===== config.mk =====
export PLATFORM = sky130hd
export DESIGN_NAME = uart_rx_cfg_flat
export DESIGN_NICKNAME = d
export VERILOG_FILES = /design/src/rtl/uart_rx_cfg_if.sv /design/src/rtl/uart_rx_cfg.sv /design/src/flat_wrapper.sv
export SDC_FILE = /design/constraint.sdc
export NUM_CORES = 1
export LEC_CHECK = 0
export ABC_AREA = 1
export CAP_MARGIN = 20
export CELL_PAD_IN_SITES_DETAIL_PLACEMENT = 1
export CELL_PAD_IN_SITES_GLOBAL_PLACEMENT = 2
export CORE_MARGIN = 2
export CORE_UTILIZATION = 35
export CTS_BUF_LIST = sky130_fd_sc_hd__clkbuf_8
export DETAILED_ROUTE_END_ITERATION = 10
export PLACE_DENSITY = 0.9
export SLEW_MARGIN = 10
export SYNTH_ARGS = -nofsm -noshare
export SYNTH_HDL_FRONTEND = slang
export SYNTH_SLANG_ARGS = --single-unit

===== constraint.sdc =====
create_clock -name clk -period 3.7 [get_ports clk]
set_input_delay 0.74 -clock clk [delete_from_list [all_inputs] [get_ports clk]]
set_output_delay 0.74 -clock clk [all_outputs]
set_load 0.01 [all_outputs]

===== src/rtl/uart_rx_cfg_if.sv =====
// uart_rx_cfg_if: serial line, frame config and received-frame outputs of the configurable UART receiver
// master: drives uart_cnt, cfg_* and uart_rxd; sees uart_data/done/busy/perr/ferr
// slave : the receiver side of the same signals
interface uart_rx_cfg_if #(
  parameter int DATA_W = 8,
  parameter int CNT_W  = 16
);
  logic [CNT_W-1:0]  uart_cnt;
  logic [3:0]        cfg_data_bits;
  logic [1:0]        cfg_parity;
  logic              cfg_stop2;
  logic              uart_rxd;
  logic [DATA_W-1:0] uart_data;
  logic              uart_done;
  logic              uart_busy;
  logic              uart_perr;
  logic              uart_ferr;
  modport master (
    output uart_cnt, cfg_data_bits, cfg_parity, cfg_stop2, uart_rxd,
    input  uart_data, uart_done, uart_busy, uart_perr, uart_ferr
  );
  modport slave (
    input  uart_cnt, cfg_data_bits, cfg_parity, cfg_stop2, uart_rxd,
    output uart_data, uart_done, uart_busy, uart_perr, uart_ferr
  );
endinterface


===== src/rtl/uart_rx_cfg.sv =====
// uart_rx_cfg: runtime-configurable UART receiver (5..DATA_W bits, none/even/odd parity, 1/2 stop, 3-sample vote)
// clk, rst_n (async active-low); bus.slave carries uart_cnt, cfg_*, uart_rxd in and
// uart_data, uart_done, uart_busy, uart_perr, uart_ferr out
module uart_rx_cfg #(
  parameter int DATA_W      = 8,
  parameter int CNT_W       = 16,
  parameter int SYNC_STAGES = 2
) (
  input logic clk,
  input logic rst_n,
  uart_rx_cfg_if.slave bus
);
  typedef enum logic [2:0] {IDLE, START, DATA, PARITY, STOP} state_t;
  localparam logic [3:0] DW4 = 4'(DATA_W);
  state_t state, state_n;
  logic [SYNC_STAGES-1:0] sync_q;
  logic rxs, rxs_q, start_det, dec, maj, s0, s1, fin, par_en;
  logic [CNT_W-1:0] cnt, cnt_q, half;
  logic [3:0] nb_q, nb_in, bit_idx, bit_idx_n;
  logic [1:0] par_q;
  logic stop2_q, stop_idx, stop_idx_n, par_acc, par_acc_n, ferr_c, ferr_c_n;
  logic [DATA_W-1:0] shreg, shreg_n;
  assign rxs       = sync_q[SYNC_STAGES-1];
  assign start_det = (state == IDLE) && rxs_q && !rxs;
  assign half      = cnt_q >> 1;
  assign dec       = (state != IDLE) && (cnt == half + CNT_W'(1));
  assign maj       = (s0 & s1) | (s0 & rxs) | (s1 & rxs);
  assign par_en    = par_q[0] ^ par_q[1];
  assign nb_in     = (bus.cfg_data_bits < 4'd5 || bus.cfg_data_bits > DW4) ? DW4 : bus.cfg_data_bits;
  // Every state acts only at its bit's decision point, so switching state there
  // (rather than at bit end) lands the next decision in the next bit's centre.
  always_comb begin
    state_n    = state;
    bit_idx_n  = bit_idx;
    shreg_n    = shreg;
    par_acc_n  = par_acc;
    ferr_c_n   = ferr_c;
    stop_idx_n = stop_idx;
    fin        = 1'b0;
    if (start_det) begin
      state_n    = START;
      bit_idx_n  = 4'd0;
      par_acc_n  = 1'b0;
      ferr_c_n   = 1'b0;
      stop_idx_n = 1'b0;
    end else if (dec) begin
      case (state)
        START: state_n = maj ? IDLE : DATA;
        DATA: begin
          shreg_n   = {maj, shreg[DATA_W-1:1]};
          par_acc_n = par_acc ^ maj;
          bit_idx_n = bit_idx + 4'd1;
          if (bit_idx == nb_q - 4'd1) state_n = par_en ? PARITY : STOP;
        end
        PARITY: begin
          par_acc_n = par_acc ^ maj;
          state_n   = STOP;
        end
        STOP: begin
          ferr_c_n   = ferr_c | ~maj;
          stop_idx_n = 1'b1;
          if (!stop2_q || stop_idx) begin
            fin     = 1'b1;
            state_n = IDLE;
          end
        end
        default: state_n = IDLE;
      endcase
    end
  end
  always_ff @(posedge clk or negedge rst_n) begin
    if (!rst_n) begin
      sync_q        <= '1;
      rxs_q         <= 1'b1;
      state         <= IDLE;
      cnt           <= '0;
      cnt_q         <= '0;
      nb_q          <= DW4;
      par_q         <= 2'b00;
      stop2_q       <= 1'b0;
      s0            <= 1'b1;
      s1            <= 1'b1;
      bit_idx       <= 4'd0;
      shreg         <= '0;
      par_acc       <= 1'b0;
      ferr_c        <= 1'b0;
      stop_idx      <= 1'b0;
      bus.uart_data <= '0;
      bus.uart_done <= 1'b0;
      bus.uart_busy <= 1'b0;
      bus.uart_perr <= 1'b0;
      bus.uart_ferr <= 1'b0;
    end else begin
      sync_q   <= {sync_q[SYNC_STAGES-2:0], bus.uart_rxd};
      rxs_q    <= rxs;
      state    <= state_n;
      cnt      <= (start_det || state == IDLE || cnt == cnt_q - CNT_W'(1)) ? '0 : cnt + CNT_W'(1);
      bit_idx  <= bit_idx_n;
      shreg    <= shreg_n;
      par_acc  <= par_acc_n;
      ferr_c   <= ferr_c_n;
      stop_idx <= stop_idx_n;
      if (start_det) begin
        cnt_q   <= bus.uart_cnt;
        nb_q    <= nb_in;
        par_q   <= bus.cfg_parity;
        stop2_q <= bus.cfg_stop2;
      end
      if (cnt == half - CNT_W'(1)) s0 <= rxs;
      if (cnt == half) s1 <= rxs;
      bus.uart_done <= fin;
      bus.uart_busy <= (state_n != IDLE) || fin;
      if (fin) begin
        // Bits arrive LSB first at the top of shreg; shifting down drops unused low slots.
        bus.uart_data <= shreg >> (DW4 - nb_q);
        bus.uart_perr <= par_en & (par_acc ^ par_q[1]);
        bus.uart_ferr <= ferr_c_n;
      end
    end
  end
endmodule


===== src/flat_wrapper.sv =====
// flat-port wrapper written by rule: the top's interface ports become plain ports
module uart_rx_cfg_flat 
#(
  parameter int DATA_W      = 8,
  parameter int CNT_W       = 16,
  parameter int SYNC_STAGES = 2
)
  (clk, rst_n, bus_uart_cnt, bus_cfg_data_bits, bus_cfg_parity, bus_cfg_stop2, bus_uart_rxd, bus_uart_data, bus_uart_done, bus_uart_busy, bus_uart_perr, bus_uart_ferr);
  uart_rx_cfg_if #(.DATA_W(DATA_W), .CNT_W(CNT_W)) bus_i ();
  input logic clk;
  input logic rst_n;
  input wire logic [$bits(bus_i.uart_cnt)-1:0] bus_uart_cnt;
  input wire logic [$bits(bus_i.cfg_data_bits)-1:0] bus_cfg_data_bits;
  input wire logic [$bits(bus_i.cfg_parity)-1:0] bus_cfg_parity;
  input wire logic [$bits(bus_i.cfg_stop2)-1:0] bus_cfg_stop2;
  input wire logic [$bits(bus_i.uart_rxd)-1:0] bus_uart_rxd;
  output wire logic [$bits(bus_i.uart_data)-1:0] bus_uart_data;
  output wire logic [$bits(bus_i.uart_done)-1:0] bus_uart_done;
  output wire logic [$bits(bus_i.uart_busy)-1:0] bus_uart_busy;
  output wire logic [$bits(bus_i.uart_perr)-1:0] bus_uart_perr;
  output wire logic [$bits(bus_i.uart_ferr)-1:0] bus_uart_ferr;
  assign bus_i.uart_cnt = bus_uart_cnt;
  assign bus_i.cfg_data_bits = bus_cfg_data_bits;
  assign bus_i.cfg_parity = bus_cfg_parity;
  assign bus_i.cfg_stop2 = bus_cfg_stop2;
  assign bus_i.uart_rxd = bus_uart_rxd;
  assign bus_uart_data = bus_i.uart_data;
  assign bus_uart_done = bus_i.uart_done;
  assign bus_uart_busy = bus_i.uart_busy;
  assign bus_uart_perr = bus_i.uart_perr;
  assign bus_uart_ferr = bus_i.uart_ferr;
  uart_rx_cfg #(.DATA_W(DATA_W), .CNT_W(CNT_W), .SYNC_STAGES(SYNC_STAGES)) u_core (.clk(clk), .rst_n(rst_n), .bus(bus_i));
endmodule

**Word level (Yosys, flattened, before mapping)**

Index checks and enable logic that the tools add are counted.
W data, S select, Z words.

- Bits in latches: 0
- Register bits after elaboration: 74
- Input port bits: 26
- Memory bits (writable): 0
- Memories: 0
- Memory bits (read-only): 0

- Divide/modulo/power cells: 0
- Shift-type cells: 1
- Eq/ne operators: 9
- Reduce and logical (&&, ||, !) cells: 22
- $mul: 0
- Bitwise operators: 12
- Order comparisons: 2
- Add/sub/neg operators: 7
- Muxes and demuxes: 25

Operator list:

| cell | count |
|---|---|
| $eq A16 B16 Y1 | 3 |
| $add A15 B1 Y16 const B | 1 |
| $add A16 B1 Y16 const B | 1 |
| $eq A16 B15 Y1 | 1 |
| $mux W16 | 1 |
| $mux W4 | 4 |
| $sub A15 B1 Y16 const B | 1 |
| $sub A16 B1 Y16 const B | 1 |
| $mux W3 | 5 |
| $mux W1 | 13 |
| $pmux W3 S4 | 1 |
| $reduce_bool A2 Y1 | 4 |
| $shr A8 B4 Y8 | 1 |
| $eq A3 B2 Y1 const B | 2 |
| $reduce_and A2 Y1 | 3 |
| $reduce_bool A3 Y1 | 2 |
| $logic_or A1 B1 Y1 | 5 |
| $add A4 B1 Y4 const B | 1 |
| $and A1 B1 Y1 | 4 |
| $eq A4 B4 Y1 | 1 |
| $gt A4 B4 Y1 const B | 1 |
| $lt A4 B3 Y1 const B | 1 |
| $sub A4 B1 Y4 const B | 1 |
| $sub A4 B4 Y4 const A | 1 |
| other kinds (11) | 19 |

**Logic depth before layout (Yosys ltp)**

Gate-level depths: netlist of the first run.

- Depth after elaboration: 9
- Mapped depth: 17
- Mapped depth without buffers: 17

**Least setup slack after synthesis of the first run**

Ideal clock, no wire load.

- Kind: reg-to-reg
- Start point: reg u_core.nb_q[0]
- End point: reg u_core.bus.uart_busy
- Library setup time: 0.119 ns
- Cell stages (with the launch flop): 17
- Clock period less this slack: 2.160 ns
- Data required time: 3.581 ns
- Arrival time: 2.041 ns
- Slack: 1.540 ns
- Cell sequence: dfrtp_1 > clkinv_1 > ha_1 > xnor2_1 > inv_1 > nand2_1 > nand2_1 > nor2_1 > nand2_1 > nand2_1 > nand2_1 > nand2_1 > nand2_1 > nor2_1 > nor2_1 > nor2_1 > nand2_1

- Cells in the longest elaborated chain, start to end: 8

RTL lines:

| item | RTL line | RTL |
|---|---|---|
| start, declared | uart_rx_cfg.sv:19 | `logic [3:0] nb_q, nb_in, bit_idx, bit_idx_n;` |
| start signal, assigned | uart_rx_cfg.sv:105 | `nb_q <= nb_in;` |
| $sub A4 B1 Y4 | uart_rx_cfg.sv:53 | `if (bit_idx == nb_q - 4'd1) state_n = par_en ? PARITY : STOP;` |
| $eq A4 B4 Y1 | uart_rx_cfg.sv:53 |  |
| $mux W3 | uart_rx_cfg.sv:53 |  |
| $pmux W3 S4 | uart_rx_cfg.sv:47 | `case (state)` |
| $mux W3 | uart_rx_cfg.sv:46 | `end else if (dec) begin` |
| $mux W3 | uart_rx_cfg.sv:40 | `if (start_det) begin` |
| named net u_core.state_n[1] | uart_rx_cfg.sv:15 | `state_t state, state_n;` |
| $reduce_bool A3 Y1 | uart_rx_cfg.sv:112 | `bus.uart_busy <= (state_n != IDLE) \|\| fin;` |
| $logic_or A1 B1 Y1 | uart_rx_cfg.sv:112 |  |
| end signal, assigned | uart_rx_cfg.sv:112 |  |
| end, declared | uart_rx_cfg_if.sv:24 | `output uart_data, uart_done, uart_busy, uart_perr, uart_ferr` |

The timed path passes the listed nets, and every way through them passes these cells.
A chain may end at the register's enable or synchronous reset.

**Final worst setup path of the first run**

Same ends and word-level chain as after synthesis.

==> results of run 1 <==
==> per-layer routing <==
metal	wire length, um	track usage, %	share of wire (%)
met1	7290	26.2	48
met4	233	5.69	1.5
met2	7220	33.7	48
met5	0	0	0
met3	348	4.30	2.3
==> cells in the final DEF, fill, tap and decap left out, drive strengths merged, types with 14 or more instances in the layout <==
cell type      synthesis  routed
nand2                230     230
inv                  106     107
nor2                 104     104
dfrtp                 68      68
o21ai                 59      59
nand3                 51      51
xor2                  42      42
clkdlybuf4s50          0      36
xnor2                 16      16
nor3                  14      14
==> Yosys cell counts, types with 2 or more instances <==
library cell | n | share of area, %
a21oi_1 | 11 | 1.1
buf_2 | 7 | 0.67
buf_4 | 4 | 0.57
buf_6 | 3 | 0.65
clkbuf_1 | 8 | 0.57
clkinv_1 | 2 | 0.14
dfrtp_1 | 68 | 32
dfstp_2 | 6 | 3.0
ha_1 | 6 | 1.4
inv_1 | 103 | 7.4
inv_2 | 3 | 0.22
nand2_1 | 224 | 16
nand2_2 | 5 | 0.60
nand3_1 | 50 | 4.8
nand3b_1 | 3 | 0.43
nand4_1 | 11 | 1.3
nor2_1 | 95 | 6.8
nor2_2 | 3 | 0.36
nor2_4 | 6 | 1.3
nor3_1 | 13 | 1.2
nor4_1 | 3 | 0.36
o211ai_1 | 2 | 0.29
o21ai_0 | 45 | 4.3
o21ai_1 | 5 | 0.48
o21ai_2 | 9 | 1.5
xnor2_1 | 16 | 2.7
xor2_1 | 42 | 7.0
==> final cells by class <==
cell class	instances	area share, %
multi-input combinational	563	47.8
sequential	74	31.3
inverter	108	6.82
timing repair buffer	39	6.44
tap	184	3.88
clock buffer	9	2.09
clock inverter	7	1.71
==> worst max-delay path by stage <==
stage                      endpoint  cells past startpoint
5_1_grt        u_core.bus.uart_busy                     16
4_1_cts        u_core.bus.uart_busy                     16
2_1_floorplan  u_core.bus.uart_busy                     16
6_report       u_core.bus.uart_busy                     16
3_3_place_gp   u_core.bus.uart_busy                     16
3_5_place_dp   u_core.bus.uart_busy                     16
==> sequential cells by signal, summed over array words and instances, names as in the netlist <==
signal,cells
u_core.bit_idx,4
u_core.bus.uart_busy,1
u_core.bus.uart_data,8
u_core.bus.uart_done,1
u_core.bus.uart_ferr,1
u_core.bus.uart_perr,1
u_core.cnt,16
u_core.cnt_q,16
u_core.ferr_c,1
u_core.nb_q,4
u_core.par_acc,1
u_core.par_q,2
u_core.rxs_q,1
u_core.s0,1
u_core.s1,1
u_core.shreg,8
u_core.state,3
u_core.stop2_q,1
u_core.stop_idx,1
u_core.sync_q,2
==> cells by family (layout without fill, tap and decap cells) <==
kind of cell / Yosys count / in the layout
xor gates and xnor gates: 58 / 58
muxes: 1 / 1
buffers and inverters: 131 / 163
DFF: 74 / 74
AOI/OAI and AO/OA: 80 / 80
and+or+nand+nor: 418 / 418
adders and majority gates: 6 / 6
==> where the power goes <==
part	leakage (nW)	internal, mW	switching (mW)
clock	0.106	0.384	0.349
combinational	1.79	0.699	1.31
sequential	0.964	0.975	0.299
total	2.86	2.06	1.96
==> per-stage QoR <==
stage / power (mW) / hold WS (ps) / area [um2]
after floorplan: 2.77 / 345 / 5240
after global placement: 3.21 / 350 / 5720
after detailed placement: 3.30 / 347 / 5720
after CTS: 4.06 / 363 / 5940
after global routing: 4.40 / 371 / 5940
final: 4.02 / 361 / 5940
==> results.sh, run 1 <==
export IMPL_grt_use_total_pct=20.1
export IMPL_cp_top_family="simple AND/OR/NAND/NOR gates"
export IMPL_multi_input_area_um2=2840
export IMPL_tightest_slew_ps=964
export IMPL_r2r_end="u_core.bus.uart_busy"
export IMPL_worstSetupStartpoint="u_core.nb_q[0]"
export IMPL_min_period_over_period_pct=77.2
export IMPL_totalWireLength_um=15100
export IMPL_path_class="flop to flop"
export IMPL_syn_nets=800
export IMPL_ctsLongestPathBuffers=2
export IMPL_cts_resized_gates=0
export IMPL_crit_top_cell="nand2_1"
export IMPL_core_area_um2=14600
export IMPL_postCtsHoldBufs=0
export IMPL_num_io_pins=38
export IMPL_worstPathBufferInverterCount=2
export IMPL_period_needed_ps=2860
export IMPL_synth_edff_count=0
export IMPL_die_x_um=126
export IMPL_die_h_um=126
export IMPL_synth_mux_area_share_pct=0.191
export IMPL_ant_nets=0
export IMPL_rsz0062_at_grt="no"
export IMPL_antenna_found_initial=0
export IMPL_worstHoldStart="u_core.sync_q[0]"
export IMPL_final_util_pct=40.7
export IMPL_reg2reg_from="u_core.nb_q[0]"
export IMPL_synthXorXnorAreaFrac_pct=9.70
export IMPL_insertedDiodeCount=0
export IMPL_fin_tns_setup_ps=0
export IMPL_min_to="u_core.sync_q[1]"
export IMPL_ys_warn_count=0
export IMPL_setup_viol=0
export IMPL_synthToLayoutAreaGrowth_pct=13.5
export IMPL_worstRegToRegCells=16
export IMPL_numCtsBuffers=9
export IMPL_vias=4861
export IMPL_setup_slack_ps=842
export IMPL_cts_tree="yes"
export IMPL_cts_root_buf="clkbuf_8"
export IMPL_finalClockSkew_ps=9.71
export IMPL_post_place_ws_ps=880
export IMPL_stdcell_count=984
export IMPL_finalHoldViolations=0
export IMPL_slowest_stage="dfrtp_1"
export IMPL_vias_per_cell=4.94
export IMPL_rrSetupSlack_ps=840
export IMPL_cts_sinks=74
export IMPL_clk_pin_slew_ps=90
export IMPL_startpoint_type="flop"
export IMPL_dieArea_um2=16000
export IMPL_synth_distinct_cells=42
export IMPL_final_max_slew_viol_count=0
export IMPL_yosys_area_share_simple_pct=34.1
export IMPL_clk_latency_ps=390
export IMPL_grt_max_degree=75
export IMPL_synth_area_per_cell_um2=6.82
export IMPL_drtPass1Iterations=4
export IMPL_status="finished clean"
export IMPL_grt_pass1_wl_um=25800
export IMPL_fillers=1877
export IMPL_gp_congestion=0.848
export IMPL_timing_fmax_ghz=0.350
export IMPL_cp_max_fo=13
export IMPL_worst_ep_arrival_time_ps=3140
export IMPL_hold_class="flop to flop"
export IMPL_async_flop_share_pct=100
export IMPL_seq_area_frac_synth_pct=35.5
export IMPL_synth_adder_area_share_pct=1.43
export IMPL_dp_cells=968
export IMPL_place_hpwl_um=11900
export IMPL_crit_required_ps=3980
export IMPL_ys_flop_type="dfrtp_1"
export IMPL_cp_end_kind="flop"
export IMPL_numPortBuffers=37
export IMPL_maxSlewHeadroom_pct=35.7
export IMPL_regArea_um2=1860
export IMPL_drive_gt1_share_pct=6.88
export IMPL_synth_seq_cells=74
export IMPL_drt_iter0_markers=203
export IMPL_pwr_density_cell_nw_per_um2=676
export IMPL_rows=44
export IMPL_p_leak_nw=2.86
export IMPL_slowest_delay_ps=560
export IMPL_wire_per_inst_um=15.3
export IMPL_fin_nets=827
export IMPL_synth_compound_area_share_pct=8.79
export IMPL_syn_area_um2=5240
export IMPL_first_global_vias=5150
export IMPL_htree_levels=3
export IMPL_initial_utilization_pct=35.9
export IMPL_ir_drop_mv=0.214
export IMPL_drc=0
export IMPL_max_cap_viol_count=0
export IMPL_netlist_instances=768
export IMPL_grt_overflow_total=0
export IMPL_path_cells="clkinv_1, ha_1, xnor2_1, inv_1, nand2_1, nand2_1, nor2_1, nand2_1, nand2_1, nand2_1, nand2_1, nand2_1, nor2_1, nor2_1, nor2_1, nand2_1"
export IMPL_cts_setup_buffers=0
export IMPL_holdPathStages=0
export IMPL_synth_top_family_by_area="simple AND/OR/NAND/NOR gates"
(Power assumes the default switching activity.)
==> inputs of run 2 (changes only) <==
- CORE_UTILIZATION: 35 -> 31
- PLACE_DENSITY: 0.9 -> 0.84
- clock period: 3.7 -> 2.5 ns (I/O delays scaled with it)
==> run 2 against run 1 <==
Cell area grew 4.9%. Non-clock buffer count up 21. Power increased by 54%. Flip-flop and latch count stayed put. Register-to-register slack got worse by 670 ps. Largest power group unchanged.
==> results.sh, run 2 (synthesized netlist as in run 1, its figures left out) <==
export IMPL_stdcell_count=1041
export IMPL_grt_use_total_pct=18.5
export IMPL_cts_root_buf="clkbuf_8"
export IMPL_clk_pin_slew_ps=80
export IMPL_place_hpwl_um=12300
export IMPL_ir_drop_mv=0.347
export IMPL_worst_ep_arrival_time_ps=2580
export IMPL_maxUsedRoutingLayer="met4"
export IMPL_swShare_pct=47.8
export IMPL_clk_latency_ps=380
export IMPL_status="finished clean"
export IMPL_crit_top_cell="nand2_1"
export IMPL_max_cap_viol_count=0
export IMPL_p_leak_nw=2.99
export IMPL_numCtsBuffers=9
export IMPL_worstPathBufferInverterCount=4
export IMPL_final_area_um2=6230
export IMPL_insertedDiodeCount=0
export IMPL_grt_overflow_total=0
export IMPL_slowest_delay_ps=470
export IMPL_p_switching_mw=2.96
export IMPL_totalWireLength_um=15400
export IMPL_setup_slack_ps=173
export IMPL_cts_sinks=74
export IMPL_finalClockSkew_ps=11.9
export IMPL_dpl_cell_area_um2=5910
export IMPL_vias_per_cell=4.77
export IMPL_grt_pass1_wl_um=26400
export IMPL_final_max_slew_viol_count=0
export IMPL_startpoint_type="flop"
export IMPL_fillers=2094
export IMPL_multi_input_area_um2=2890
export IMPL_regArea_um2=1870
export IMPL_reg_largest_list="u_core.cnt (16), u_core.cnt_q (16)"
export IMPL_postCtsHoldBufs=0
export IMPL_drt_iter0_markers=191
export IMPL_grt_max_degree=51
export IMPL_setup_viol=0
export IMPL_numPortBuffers=37
export IMPL_num_io_pins=38
export IMPL_ant_nets=0
export IMPL_drive_gt1_share_pct=11.0
export IMPL_dp_cells=1020
export IMPL_core_area_um2=16500
export IMPL_final_cell_mix="224 x nand2_1, 103 x inv_1, 89 x nor2_1"
export IMPL_synthToLayoutAreaGrowth_pct=19.0
export IMPL_pwr_density_cell_nw_per_um2=994
export IMPL_final_util_pct=37.7
export IMPL_comb_power_share_pct=53.2
export IMPL_cts_tree="yes"
export IMPL_wire_per_inst_um=14.8
export IMPL_cp_max_fo=7
export IMPL_p_seq_share_pct=30.1
export IMPL_htree_levels=3
export IMPL_final_common_cell="nand2_1"
export IMPL_die_h_um=134
export IMPL_path_cells="inv_2, ha_4, inv_1, nand2_1, nand2_1, nand2_1, nor2_2, nand2_1, nor2_2, nand3_1, nor2_1, nand2_2, nor2_4, buf_12, inv_2, nand2_1, o21ai_0"
export IMPL_wl_met3_um=425
export IMPL_drc=0
export IMPL_cp_depth=17
export IMPL_ctsLongestPathBuffers=2
export IMPL_antenna_found_initial=0
export IMPL_cp_top_family="simple AND/OR/NAND/NOR gates"
export IMPL_drtPass1Iterations=4
export IMPL_wl_met2_um=7170
export IMPL_initial_utilization_pct=31.7
export IMPL_gp_congestion=0.877
export IMPL_cellInternalPower_mw=3.24
export IMPL_tightest_slew_ps=648
export IMPL_pwr_share_clk_pct=16.6
export IMPL_path_class="flop to flop"
export IMPL_hold_class="primary input to asynchronous set/reset pin"
export IMPL_maxSlewHeadroom_pct=56.2
export IMPL_first_global_vias=5288
export IMPL_slowest_stage="dfrtp_2"
export IMPL_crit_required_ps=2760
export IMPL_finalHoldViolations=0
export IMPL_wl_met1_um=7570
export IMPL_hold_ws_ps=43.8
export IMPL_timing_fmax_ghz=0.430
export IMPL_vias=4964
export IMPL_worstRegToRegCells=17
export IMPL_die_x_um=134
export IMPL_min_period_over_period_pct=93.1
export IMPL_dieArea_um2=17900
export IMPL_period_needed_ps=2330
export IMPL_fin_nets=848
export IMPL_rows=47
export IMPL_post_place_ws_ps=72.2
export IMPL_cp_end_kind="flop"
## run 2: area by class of cell
cell class,count,share of cell area (%)
multi-input combinational,563,46.3
sequential,74,29.9
timing repair buffer,60,9.44
inverter,108,6.51
tap,220,4.42
clock buffer,9,1.99
clock inverter,7,1.39
## run 2: power by group through the flow
| stage | clock network, mW | registers (mW) | logic [mW] |
|---|---|---|---|
| final | 1.03 | 1.87 | 3.30 |
| after global routing | 1.11 | 1.92 | 3.76 |
| after CTS | 1.07 | 1.86 | 3.24 |
| after detailed placement | 0 | 1.88 | 3.22 |
| after global placement | 0 | 1.87 | 3.15 |
| after floorplan | 0 | 1.62 | 2.48 |
## run 2: stage by stage
| stage | TNS (ps) | power, mW |
|---|---|---|
| 2_1_floorplan | 0 | 4.10 |
| 3_3_place_gp | 0 | 5.01 |
| 3_5_place_dp | 0 | 5.11 |
| 4_1_cts | 0 | 6.17 |
| 5_1_grt | -30.1 | 6.79 |
| 6_report | 0 | 6.19 |
## run 2: final timing paths
check	start	end	slack, ps
max	u_core.cnt_q[2]	u_core.bit_idx[3]	170
min	rst_n	u_core.cnt[11]	40
max reg2reg	u_core.cnt_q[2]	u_core.bit_idx[3]	170
min reg2reg	u_core.sync_q[0]	u_core.sync_q[1]	360
max in group asynchronous	rst_n	u_core.s0	1820
min in group clk	u_core.sync_q[0]	u_core.sync_q[1]	360
## run 2: per-layer routing
layer	vias up	GRT usage, %
met4	0	5.97
met1	2422	24.6
met3	15	3.25
met5	-	0
met2	53	30.5
li1	2474	-
## run 2: repair_timing
| action | 4_1_cts | 5_1_grt |
|---|---|---|
| setup endpoints to repair | 0 | 39 |
| setup buffers | 0 | 5 |
| resized for setup | 0 | 19 |
==> inputs of run 3 (changes only) <==
- SKIP_LAST_GASP: unset -> 1
==> results of run 3 <==
Final layout, timing and power as in run 2 (identical DEF).
